[config.mk]
export PLATFORM = sky130hd
export DESIGN_NAME = fetch_sequencer_flat
export DESIGN_NICKNAME = d
export VERILOG_FILES = /design/src/rtl/kgp_risc_pkg.sv /design/src/rtl/fetch_sequencer_if.sv /design/src/rtl/fetch_sequencer_pc_next.sv /design/src/rtl/fetch_sequencer.sv /design/src/flat_wrapper.sv
export SDC_FILE = /design/constraint.sdc
export NUM_CORES = 1
export LEC_CHECK = 0
export ABC_AREA = 0
export BUFFER_PORTS_ARGS = -buffer_cell sky130_fd_sc_hd__buf_4
export CAP_MARGIN = 20
export CORE_ASPECT_RATIO = 1.5
export CORE_UTILIZATION = 45
export CTS_CLUSTER_DIAMETER = 150
export DETAILED_ROUTE_END_ITERATION = 8
export PLACE_DENSITY_LB_ADDON = 0.08
export SLEW_MARGIN = 0
export SYNTH_ARGS = -nofsm -noshare
export SYNTH_HDL_FRONTEND = slang
export SYNTH_SLANG_ARGS = --single-unit
[constraint.sdc]
create_clock -name clk -period 6.7 [get_ports clk]
set_input_delay 0.335 -clock clk [delete_from_list [all_inputs] [get_ports clk]]
set_output_delay 0.335 -clock clk [all_outputs]
set_load 0.005 [all_outputs]
[src/rtl/kgp_risc_pkg.sv]
`default_nettype none
// ============================================================================
// Module      : kgp_risc_pkg
// Description : Shared definitions for the fetch sequencer: datapath widths,
//               default halt opcode and the sequencer state encoding.
// Revision    : 1.0 - initial release
// ============================================================================
package kgp_risc_pkg;

    localparam int c_XLEN  = 32;   // address width
    localparam int c_ILEN  = 32;   // instruction width
    localparam int c_OPC_W = 6;    // opcode field width, instruction[31:26]
    localparam int c_OPC_LSB = c_ILEN - c_OPC_W;

    localparam logic [c_OPC_W-1:0] c_HALT_OPCODE = 6'b111111;

    // Sequencer state encoding (binary)
    typedef logic [2:0] state_t;
    localparam state_t c_ST_IDLE   = 3'd0;
    localparam state_t c_ST_REQ    = 3'd1;
    localparam state_t c_ST_WAIT   = 3'd2;
    localparam state_t c_ST_ISSUE  = 3'd3;
    localparam state_t c_ST_HALTED = 3'd4;
    localparam state_t c_ST_PAUSE  = 3'd5;

endpackage
`default_nettype wire

[src/rtl/fetch_sequencer_if.sv]
`default_nettype none
// ============================================================================
// Module      : fetch_sequencer_if
// Description : Bundles the instruction-memory read port and the core-facing
//               instruction/redirect signals of the fetch sequencer.
//               master : the sequencer (drives imem_en/imem_addr/instruction/
//                        instr_valid, receives imem_rdata and redirects)
//               slave  : memory + core side
// Revision    : 1.0 - initial release
// ============================================================================
interface fetch_sequencer_if
    import kgp_risc_pkg::*;
();
    logic              imem_en;
    logic [c_XLEN-1:0] imem_addr;
    logic [c_ILEN-1:0] imem_rdata;
    logic              redirect_valid;
    logic [c_XLEN-1:0] redirect_pc;
    logic [c_ILEN-1:0] instruction;
    logic              instr_valid;

    modport master (
        output imem_en, imem_addr, instruction, instr_valid,
        input  imem_rdata, redirect_valid, redirect_pc
    );

    modport slave (
        input  imem_en, imem_addr, instruction, instr_valid,
        output imem_rdata, redirect_valid, redirect_pc
    );
endinterface
`default_nettype wire

[src/rtl/fetch_sequencer_pc_next.sv]
`default_nettype none
// ============================================================================
// Module      : pc_next
// Description : Combinational next-PC selection. A redirect wins and is
//               forced word aligned; otherwise PC advances by 4 and wraps to
//               RESET_PC once the increment passes MAX_PC.
// Ports       : pc             in  current fetch address
//               redirect_valid in  branch-taken indication
//               redirect_pc    in  branch target (low two bits dropped)
//               next_pc        out address of the following fetch
// Revision    : 1.0 - initial release
// ============================================================================
module pc_next
    import kgp_risc_pkg::*;
#(
    parameter logic [c_XLEN-1:0] RESET_PC = 32'h0000_0000,
    parameter logic [c_XLEN-1:0] MAX_PC   = 32'h0000_03FC
)(
    input  logic [c_XLEN-1:0] pc,
    input  logic              redirect_valid,
    input  logic [c_XLEN-1:0] redirect_pc,
    output logic [c_XLEN-1:0] next_pc
);

    // One extra bit so an increment at the top of the address space cannot
    // alias back below MAX_PC.
    logic [c_XLEN:0] w_seq_sum;
    logic            w_unused_align;

    assign w_seq_sum      = {1'b0, pc} + {{c_XLEN{1'b0}}, 1'b0} + (c_XLEN+1)'(4);
    assign w_unused_align = ^redirect_pc[1:0];

    always_comb begin
        next_pc = w_seq_sum[c_XLEN-1:0];
        if (redirect_valid) begin
            next_pc = {redirect_pc[c_XLEN-1:2], 2'b00};
        end else if (w_seq_sum > {1'b0, MAX_PC}) begin
            next_pc = RESET_PC;
        end
    end

endmodule
`default_nettype wire

[src/rtl/fetch_sequencer.sv]
`default_nettype none
// ============================================================================
// Module      : fetch_sequencer
// Description : Instruction fetch sequencer. Each instruction takes three
//               cycles: REQ (read strobe), WAIT (capture read data) and
//               ISSUE (present instruction for one cycle, update PC).
//               Stops on a halt request or on the halt opcode.
// Config      : SINGLE_STEP_EN - adds step_mode/step inputs and a PAUSE
//               state entered after each ISSUE while step_mode is high.
// Ports       : clk, rst        clock, synchronous active-high reset
//               start           pulse, begin fetching at RESET_PC
//               halt_req        stop after the in-flight instruction issues
//               step_mode, step (SINGLE_STEP_EN only) single-step control
//               bus             fetch_sequencer_if.master: imem + core side
//               pc              address of current/next instruction
//               busy, halted    status
// Revision    : 1.0 - initial release
// ============================================================================
module fetch_sequencer
    import kgp_risc_pkg::*;
#(
    parameter logic [c_XLEN-1:0]  RESET_PC    = 32'h0000_0000,
    parameter logic [c_XLEN-1:0]  MAX_PC      = 32'h0000_03FC,
    parameter logic [c_OPC_W-1:0] HALT_OPCODE = c_HALT_OPCODE
)(
    input  logic              clk,
    input  logic              rst,
    input  logic              start,
    input  logic              halt_req,
`ifdef SINGLE_STEP_EN
    input  logic              step_mode,
    input  logic              step,
`endif
    fetch_sequencer_if.master bus,
    output logic [c_XLEN-1:0] pc,
    output logic              busy,
    output logic              halted
);

    state_t            r_state;
    state_t            w_state_next;
    logic [c_XLEN-1:0] r_pc;
    logic [c_ILEN-1:0] r_instr;
    logic              r_pending_halt;
    logic [c_XLEN-1:0] w_next_pc;
    logic              w_halt_cond;
    logic              w_start_fetch;
    logic              w_in_flight;

    pc_next #(
        .RESET_PC (RESET_PC),
        .MAX_PC   (MAX_PC)
    ) u_pc_next (
        .pc             (r_pc),
        .redirect_valid (bus.redirect_valid),
        .redirect_pc    (bus.redirect_pc),
        .next_pc        (w_next_pc)
    );

    // A halt request arriving in the ISSUE cycle itself still stops after
    // this instruction, so the live request is folded in with the sticky flag.
    assign w_halt_cond   = r_pending_halt || halt_req ||
                           (r_instr[c_ILEN-1:c_OPC_LSB] == HALT_OPCODE);
    assign w_start_fetch = ((r_state == c_ST_IDLE) && start && !halt_req) ||
                           ((r_state == c_ST_HALTED) && start);
    assign w_in_flight   = (r_state == c_ST_REQ) || (r_state == c_ST_WAIT) ||
                           (r_state == c_ST_ISSUE);

    // ---------------------------------------------------------------- state
    always_ff @(posedge clk) begin
        if (rst) begin
            r_state <= c_ST_IDLE;
        end else begin
            r_state <= w_state_next;
        end
    end

    // ----------------------------------------------------------- next state
    always_comb begin
        w_state_next = r_state;
        case (r_state)
            c_ST_IDLE: begin
                if (start && !halt_req) w_state_next = c_ST_REQ;
            end
            c_ST_REQ:   w_state_next = c_ST_WAIT;
            c_ST_WAIT:  w_state_next = c_ST_ISSUE;
            c_ST_ISSUE: begin
                if (w_halt_cond) begin
                    w_state_next = c_ST_HALTED;
`ifdef SINGLE_STEP_EN
                end else if (step_mode) begin
                    w_state_next = c_ST_PAUSE;
`endif
                end else begin
                    w_state_next = c_ST_REQ;
                end
            end
            c_ST_HALTED: begin
                if (start) w_state_next = c_ST_REQ;
            end
`ifdef SINGLE_STEP_EN
            c_ST_PAUSE: begin
                if (halt_req)  w_state_next = c_ST_HALTED;
                else if (step) w_state_next = c_ST_REQ;
            end
`endif
            default: w_state_next = c_ST_IDLE;
        endcase
    end

    // ------------------------------------------------------------- datapath
    always_ff @(posedge clk) begin
        if (rst) begin
            r_pc           <= RESET_PC;
            r_instr        <= '0;
            r_pending_halt <= 1'b0;
        end else begin
            if (w_start_fetch) begin
                r_pc           <= RESET_PC;
                r_pending_halt <= 1'b0;
            end else begin
                if (r_state == c_ST_ISSUE) r_pc <= w_next_pc;
                if (w_in_flight && halt_req) r_pending_halt <= 1'b1;
            end
            if (r_state == c_ST_WAIT) r_instr <= bus.imem_rdata;
        end
    end

    // -------------------------------------------------------------- outputs
    always_comb begin
        bus.imem_en     = 1'b0;
        bus.imem_addr   = '0;
        bus.instr_valid = 1'b0;
        busy            = 1'b0;
        halted          = 1'b0;
        case (r_state)
            c_ST_REQ: begin
                bus.imem_en   = 1'b1;
                bus.imem_addr = r_pc;
                busy          = 1'b1;
            end
            c_ST_WAIT:  busy = 1'b1;
            c_ST_ISSUE: begin
                bus.instr_valid = 1'b1;
                busy            = 1'b1;
            end
            c_ST_HALTED: halted = 1'b1;
`ifdef SINGLE_STEP_EN
            c_ST_PAUSE:  busy = 1'b1;
`endif
            default: ;
        endcase
    end

    assign bus.instruction = r_instr;
    assign pc              = r_pc;

endmodule
`default_nettype wire
[src/flat_wrapper.sv]
// flat-port wrapper written by rule: the top's interface ports become plain ports
module fetch_sequencer_flat import kgp_risc_pkg::*;
#(
    parameter logic [c_XLEN-1:0]  RESET_PC    = 32'h0000_0000,
    parameter logic [c_XLEN-1:0]  MAX_PC      = 32'h0000_03FC,
    parameter logic [c_OPC_W-1:0] HALT_OPCODE = c_HALT_OPCODE
)
  (clk, rst, start, halt_req, pc, busy, halted, bus_imem_en, bus_imem_addr, bus_instruction, bus_instr_valid, bus_imem_rdata, bus_redirect_valid, bus_redirect_pc);
  fetch_sequencer_if bus_i ();
  input  logic clk;
  input  logic rst;
  input  logic start;
  input  logic halt_req;
  output logic [c_XLEN-1:0] pc;
  output logic busy;
  output logic halted;
  output wire logic [$bits(bus_i.imem_en)-1:0] bus_imem_en;
  output wire logic [$bits(bus_i.imem_addr)-1:0] bus_imem_addr;
  output wire logic [$bits(bus_i.instruction)-1:0] bus_instruction;
  output wire logic [$bits(bus_i.instr_valid)-1:0] bus_instr_valid;
  input wire logic [$bits(bus_i.imem_rdata)-1:0] bus_imem_rdata;
  input wire logic [$bits(bus_i.redirect_valid)-1:0] bus_redirect_valid;
  input wire logic [$bits(bus_i.redirect_pc)-1:0] bus_redirect_pc;
  assign bus_imem_en = bus_i.imem_en;
  assign bus_imem_addr = bus_i.imem_addr;
  assign bus_instruction = bus_i.instruction;
  assign bus_instr_valid = bus_i.instr_valid;
  assign bus_i.imem_rdata = bus_imem_rdata;
  assign bus_i.redirect_valid = bus_redirect_valid;
  assign bus_i.redirect_pc = bus_redirect_pc;
  fetch_sequencer #(.RESET_PC(RESET_PC), .MAX_PC(MAX_PC), .HALT_OPCODE(HALT_OPCODE)) u_core (.clk(clk), .rst(rst), .start(start), .halt_req(halt_req), .bus(bus_i), .pc(pc), .busy(busy), .halted(halted));
endmodule
==> flow_summary.ini, run 1 <==
[placed_design]
pre_cts_ws_ps = 4020
place.detailed.hpwl_um = 7380
io_buffer_count = 162
gp_congestion = 0.828
placed_cells = 699
dpl_cell_area_um2 = 4840

[sta]
fmax_mhz = 370
tightest_slew_ps = 1070
drv_slew = 0
setup-tns-final_ps = 0
clock_skew_ps = 7.87
hold_viol = 0
finalCriticalPeriod_ps = 2700
rsz0062_at_grt = no
setup_viol = 0
maxSlewHeadroom_pct = 28.5
min_period_over_period_pct = 40.3
worst_slack_ps = 4000

[floorplanning]
fp-row-count = 39
dieHeight_um = 112
io_pins = 169
initial_core_util_pct = 47.0
die_x_um = 75.3
core_area_um2 = 7710
die-area_um2 = 8430

[layout]
nets = 679
area_growth_pct = 42.6
antennaDiodeCount = 0
finalNonFillerCells = 715
layout_commonest_cell = buf_4
post-route-cell-area_um2 = 5170
drive_gt1_share_pct = 34.6
most-common-layout-cells = buf_4, nand2_1, dfxtp_1

[global_routing]
antenna_found_initial = 0
gr-total-overflow = 0
grt.total_usage_pct = 25.5
grt_pass1_vias = 3517
use_met3_pct = 6.33
grtUsageMet2_pct = 43.9
grt_util_met1_pct = 29.0
grt_pass1_wl_um = 16800
grt.busiest_layer = met2
grt_start_max_net_pins = 37

[drt]
antenna_left = 0
wl_um = 10400
num_vias = 3848
first_pass_iters = 4
wl_per_cell_um = 14.6
post-route-drc-count = 0
drt-initial-drc-count = 217
via_per_inst = 5.38

[critical_path]
critPathRequiredTime_ps = 6950
critPathLaunchType = register
crit_type = register to register
cp_max_fo = 8
end_kind = register
arrival_ps = 2950

[clocking]
htreeDepth = 3
cts_resized = 0
cts_tree = done
cts_root_buffer = clkbuf_16
hold_buffers = 0
clkLatencyLatePin_ps = 330
clk_pin_slew_worst_paths_ps = 60
postCtsSetupRepairBufs = 0
cts_max_path_buffers = 2
clock_sinks = 66
cts_buffers = 9

[synth]
ys_ff_latch = 66
ys_async_sr_fraction_pct = 0
synthCells = 464
yosys.area_share.simple_pct = 36.9
synth_fa_ha_area_share_pct = 0.690
synth_xor_area_share_pct = 1.45
synth_top_area_share_pct = 36.4
synthTopCellsByArea = dfxtp_1, nand2_1, a21oi_1
synth_edf_count = 0
synth_flop_cell = dfxtp_1
syn_area_um2 = 3630
yosysWarningCount = 0
synth_cell_types = 67
ys_seq_area_share_pct = 36.4
synth_top_family_by_area = simple AND/OR/NAND/NOR gates
synth_top_cell_by_area = dfxtp_1
synth_mux_area_share_pct = 0.552
syn_area_per_cell_um2 = 7.81
synth_compound_area_share_pct = 17.5

[power]
pwr_density_cell_nw_per_um2 = 208
peakVddDrop_mv = 0.177
p_leak_nw = 2.14

[outcome]
status = completed

[flow_run]
drv_cap = 0

[min_path]
min_path_type = input pin to register
## synth_stat cells (all sizes together) (5+ instances only)
cell type / n
nand4: 7
nor4: 8
nand2: 109
dfxtp: 66
and2: 33
nand2b: 5
nor2: 10
or3: 7
inv: 7
clkbuf: 23
and4: 5
and3: 6
a31oi: 7
a21o: 6
nor3: 7
a21oi: 58
buf: 14
nand3: 41
## area by class of cell
cell class / count / area, um^2
Clock buffer: 10 / 239
Clock inverter: 6 / 90.1
Fill cell: 700 / 2540
Inverter: 7 / 26.3
Multi-Input combinational cell: 357 / 2090
Sequential cell: 66 / 1320
Tap cell: 102 / 128
Timing Repair Buffer: 167 / 1270
## power by group
group / internal, mW / switching [mW]
clock network: 0.336 / 0.175
logic: 0.0709 / 0.0707
registers: 0.410 / 0.0139
total: 0.817 / 0.260
## state kept, by name, summed over array words and instances (netlist names)
signal,count
u_core.bus.instruction,32
u_core.r_state,3
u_core.pc,30
u_core.r_pending_halt,1
## final timing paths
| check | start | to | depth (start not counted) | slack, ps |
|---|---|---|---|---|
| worst min register to register | u_core.bus.instruction[0] | u_core.bus.instruction[0] | 2 | 450 |
| worst min-delay path | bus_imem_rdata[24] | u_core.bus.instruction[24] | 3 | 250 |
| worst max register to register | u_core.pc[3] | u_core.pc[3] | 9 | 4000 |
| worst max-delay path | u_core.pc[3] | u_core.pc[3] | 9 | 4000 |
## cell families (layout without fill, tap and decap cells)
kind of cell	after synthesis	after routing
AND/OR/NAND/NOR	245	245
AO/OA/AOI/OAI	98	98
flip-flops	66	66
buffers and inverters	44	190
XOR/XNOR	6	6
adder cells (fa/ha/maj)	2	2
multiplexers	2	2
other	1	4
## stage by stage
stage | total power [mW] | hold WS [ps] | utilization, %
floorplan | 0.499 | 438 | -
global placement | 0.567 | 443 | 62.4
detailed placement | 0.575 | 448 | 62.8
CTS | 1.09 | 241 | 67.1
global route | 1.12 | 254 | 67.1
finish | 1.08 | 249 | 67.1
## worst max-delay path: stages (launching register included)
cell       delay [ps]
dfxtp_1           470
ha_1              300
nand3_1           270
nor3_4            310
o2111a_1          240
o211ai_2          100
nor4_4            390
nand3_4           160
a2bb2oi_2         160
a211oi_2          220
## metal layers
layer	wire length, um	part of all wire (%)	vias to the layer above
met5	0	0	-
met4	229	2.2	0
met3	673	6.5	17
met2	5340	51	133
met1	4180	40	1796
li1	-	-	1902
No activity file was read; power rests on OpenSTA's default activity.
==> inputs of run 2 (changes only) <==
==> constraint.sdc (replaced) <==
create_clock -name clk -period 2.8 [get_ports clk]
set_input_delay 0.14 -clock clk [delete_from_list [all_inputs] [get_ports clk]]
set_output_delay 0.14 -clock clk [all_outputs]
set_load 0.005 [all_outputs]
==> run 2 against run 1 <==
Effect of this change: count of clock-buffer cells in the layout stayed put; sequential share of layout area shrank 0.13 points; register-to-register slack lost 3900 ps; critical path type unchanged; clock skew is 0.70 ps lower; cell area up 0.51%; die area unchanged; combinational power grew 140%.
==> flow_summary.ini, run 2 (synthesized netlist as in run 1, its figures left out) <==
[global_routing]
grt_start_max_net_pins = 37
grt.total_usage_pct = 26.0
antenna_found_initial = 0
grt_pass1_wl_um = 17200
gr-total-overflow = 0
grt_pass1_vias = 3767

[floorplanning]
core_area_um2 = 7710
fp-row-count = 39
io_pins = 169
initial_core_util_pct = 47.0
dieHeight_um = 112
die-area_um2 = 8430
die_x_um = 75.3

[sta]
setup-tns-final_ps = 0
fmax_mhz = 376
hold_viol = 0
rsz0062_at_grt = no
clock_skew_ps = 7.17
fin_hold_ws_ps = 54.0
worst_slack_ps = 139
min_period_over_period_pct = 95.0
drv_slew = 0
finalCriticalPeriod_ps = 2660
setup_viol = 0

[layout]
layout_commonest_cell = buf_4
post-route-cell-area_um2 = 5200
area_growth_pct = 43.3
drive_gt1_share_pct = 35.9
post-route-util_pct = 67.4
finalNonFillerCells = 726
largest_reg_flops = 32
most-common-layout-cells = buf_4, nand2_1, dfxtp_1
nets = 690
antennaDiodeCount = 0

[critical_path]
end_kind = register
arrival_ps = 2910
max_stage_delay_ps = 460
r2r_end = u_core.pc[3]
path_cells = ha_1 -> and3_4 -> nand3_4 -> nor4_4 -> mux2i_1 -> nor4_4 -> nand3_4 -> a2bb2oi_2 -> a211oi_2
cp-startpoint = u_core.pc[3]
rrSetupSlack_ps = 140
worst_path_max_delay_cell = dfxtp_1
critPathLaunchType = register
cp_max_fo = 8
crit_type = register to register
critPathRequiredTime_ps = 3050
reg2reg_depth = 9
timing.rr.start = u_core.pc[3]
crit_end = u_core.pc[3]

[drt]
wl_um = 10700
first_pass_iters = 4
post-route-drc-count = 0
antenna_left = 0
num_vias = 3892
via_per_inst = 5.36
drt-initial-drc-count = 161
wl_per_cell_um = 14.7

[clocking]
clkLatencyLatePin_ps = 330
clk_pin_slew_worst_paths_ps = 60
cts_root_buffer = clkbuf_16
htreeDepth = 3
cts_buffers = 9
clock_sinks = 66
cts_tree = done
cts_max_path_buffers = 2

[placed_design]
pre_cts_ws_ps = 139
dpl_cell_area_um2 = 4900
io_buffer_count = 162
place.detailed.hpwl_um = 7690
gp_congestion = 0.856
placed_cells = 709

[power]
pwr_density_cell_nw_per_um2 = 464
peakVddDrop_mv = 0.466
p_total_mw = 2.41
p_leak_nw = 2.17

[min_path]
min_path_type = input pin to register

[flow_run]
drv_cap = 0

[outcome]
status = completed
==> run 2: cell type report <==
class | instances | area, um^2
Clock buffer | 10 | 239
Clock inverter | 6 | 48.8
Fill cell | 719 | 2510
Inverter | 7 | 26.3
Multi-Input combinational cell | 357 | 2100
Sequential cell | 66 | 1320
Tap cell | 102 | 128
Timing Repair Buffer | 178 | 1340
==> run 2: power by group <==
group,switching [mW],leakage (nW),internal [mW]
clock,0.434,0.132,0.630
sequential,0.0316,0.534,0.981
combinational,0.170,1.51,0.166
total,0.635,2.17,1.78
==> run 2: worst min path at each step <==
stage / cells past startpoint / from / slack (ps) / to
6_report: 3 / bus_imem_rdata[23] / 50 / u_core.bus.instruction[23]
5_1_grt: 3 / bus_imem_rdata[24] / 50 / u_core.bus.instruction[24]
4_1_cts: 3 / bus_imem_rdata[23] / 50 / u_core.bus.instruction[23]
3_5_place_dp: 3 / bus_imem_rdata[6] / 400 / u_core.bus.instruction[6]
3_3_place_gp: 3 / bus_imem_rdata[3] / 390 / u_core.bus.instruction[3]
2_1_floorplan: 2 / bus_imem_rdata[0] / 280 / u_core.bus.instruction[0]
==> run 2: critical path, delay by kind of cell, from the launching register on <==
| family | cells | cell delay (ps) |
|---|---|---|
| AOI/OAI and AO/OA | 2 | 370 |
| adders and majority gates | 1 | 310 |
| muxes | 1 | 190 |
| and+or+nand+nor | 5 | 1230 |
| DFF | 1 | 460 |
==> run 2: per-layer routing <==
metal	vias up	GRT usage, %	part of all wire, %
li1	1928	-	-
met1	1800	28.8	38
met2	141	45.7	53
met3	23	6.70	6.6
met4	0	10.4	2.5
met5	-	0	0
==> run 2: repair_timing <==
action                                  in CTS  in global routing
endpoints found under the setup margin       0                  5
setup buffers                                0                  1
hold buffers                                 0                  0
hold endpoints to repair                     0                  0
gates resized for setup                      0                  1
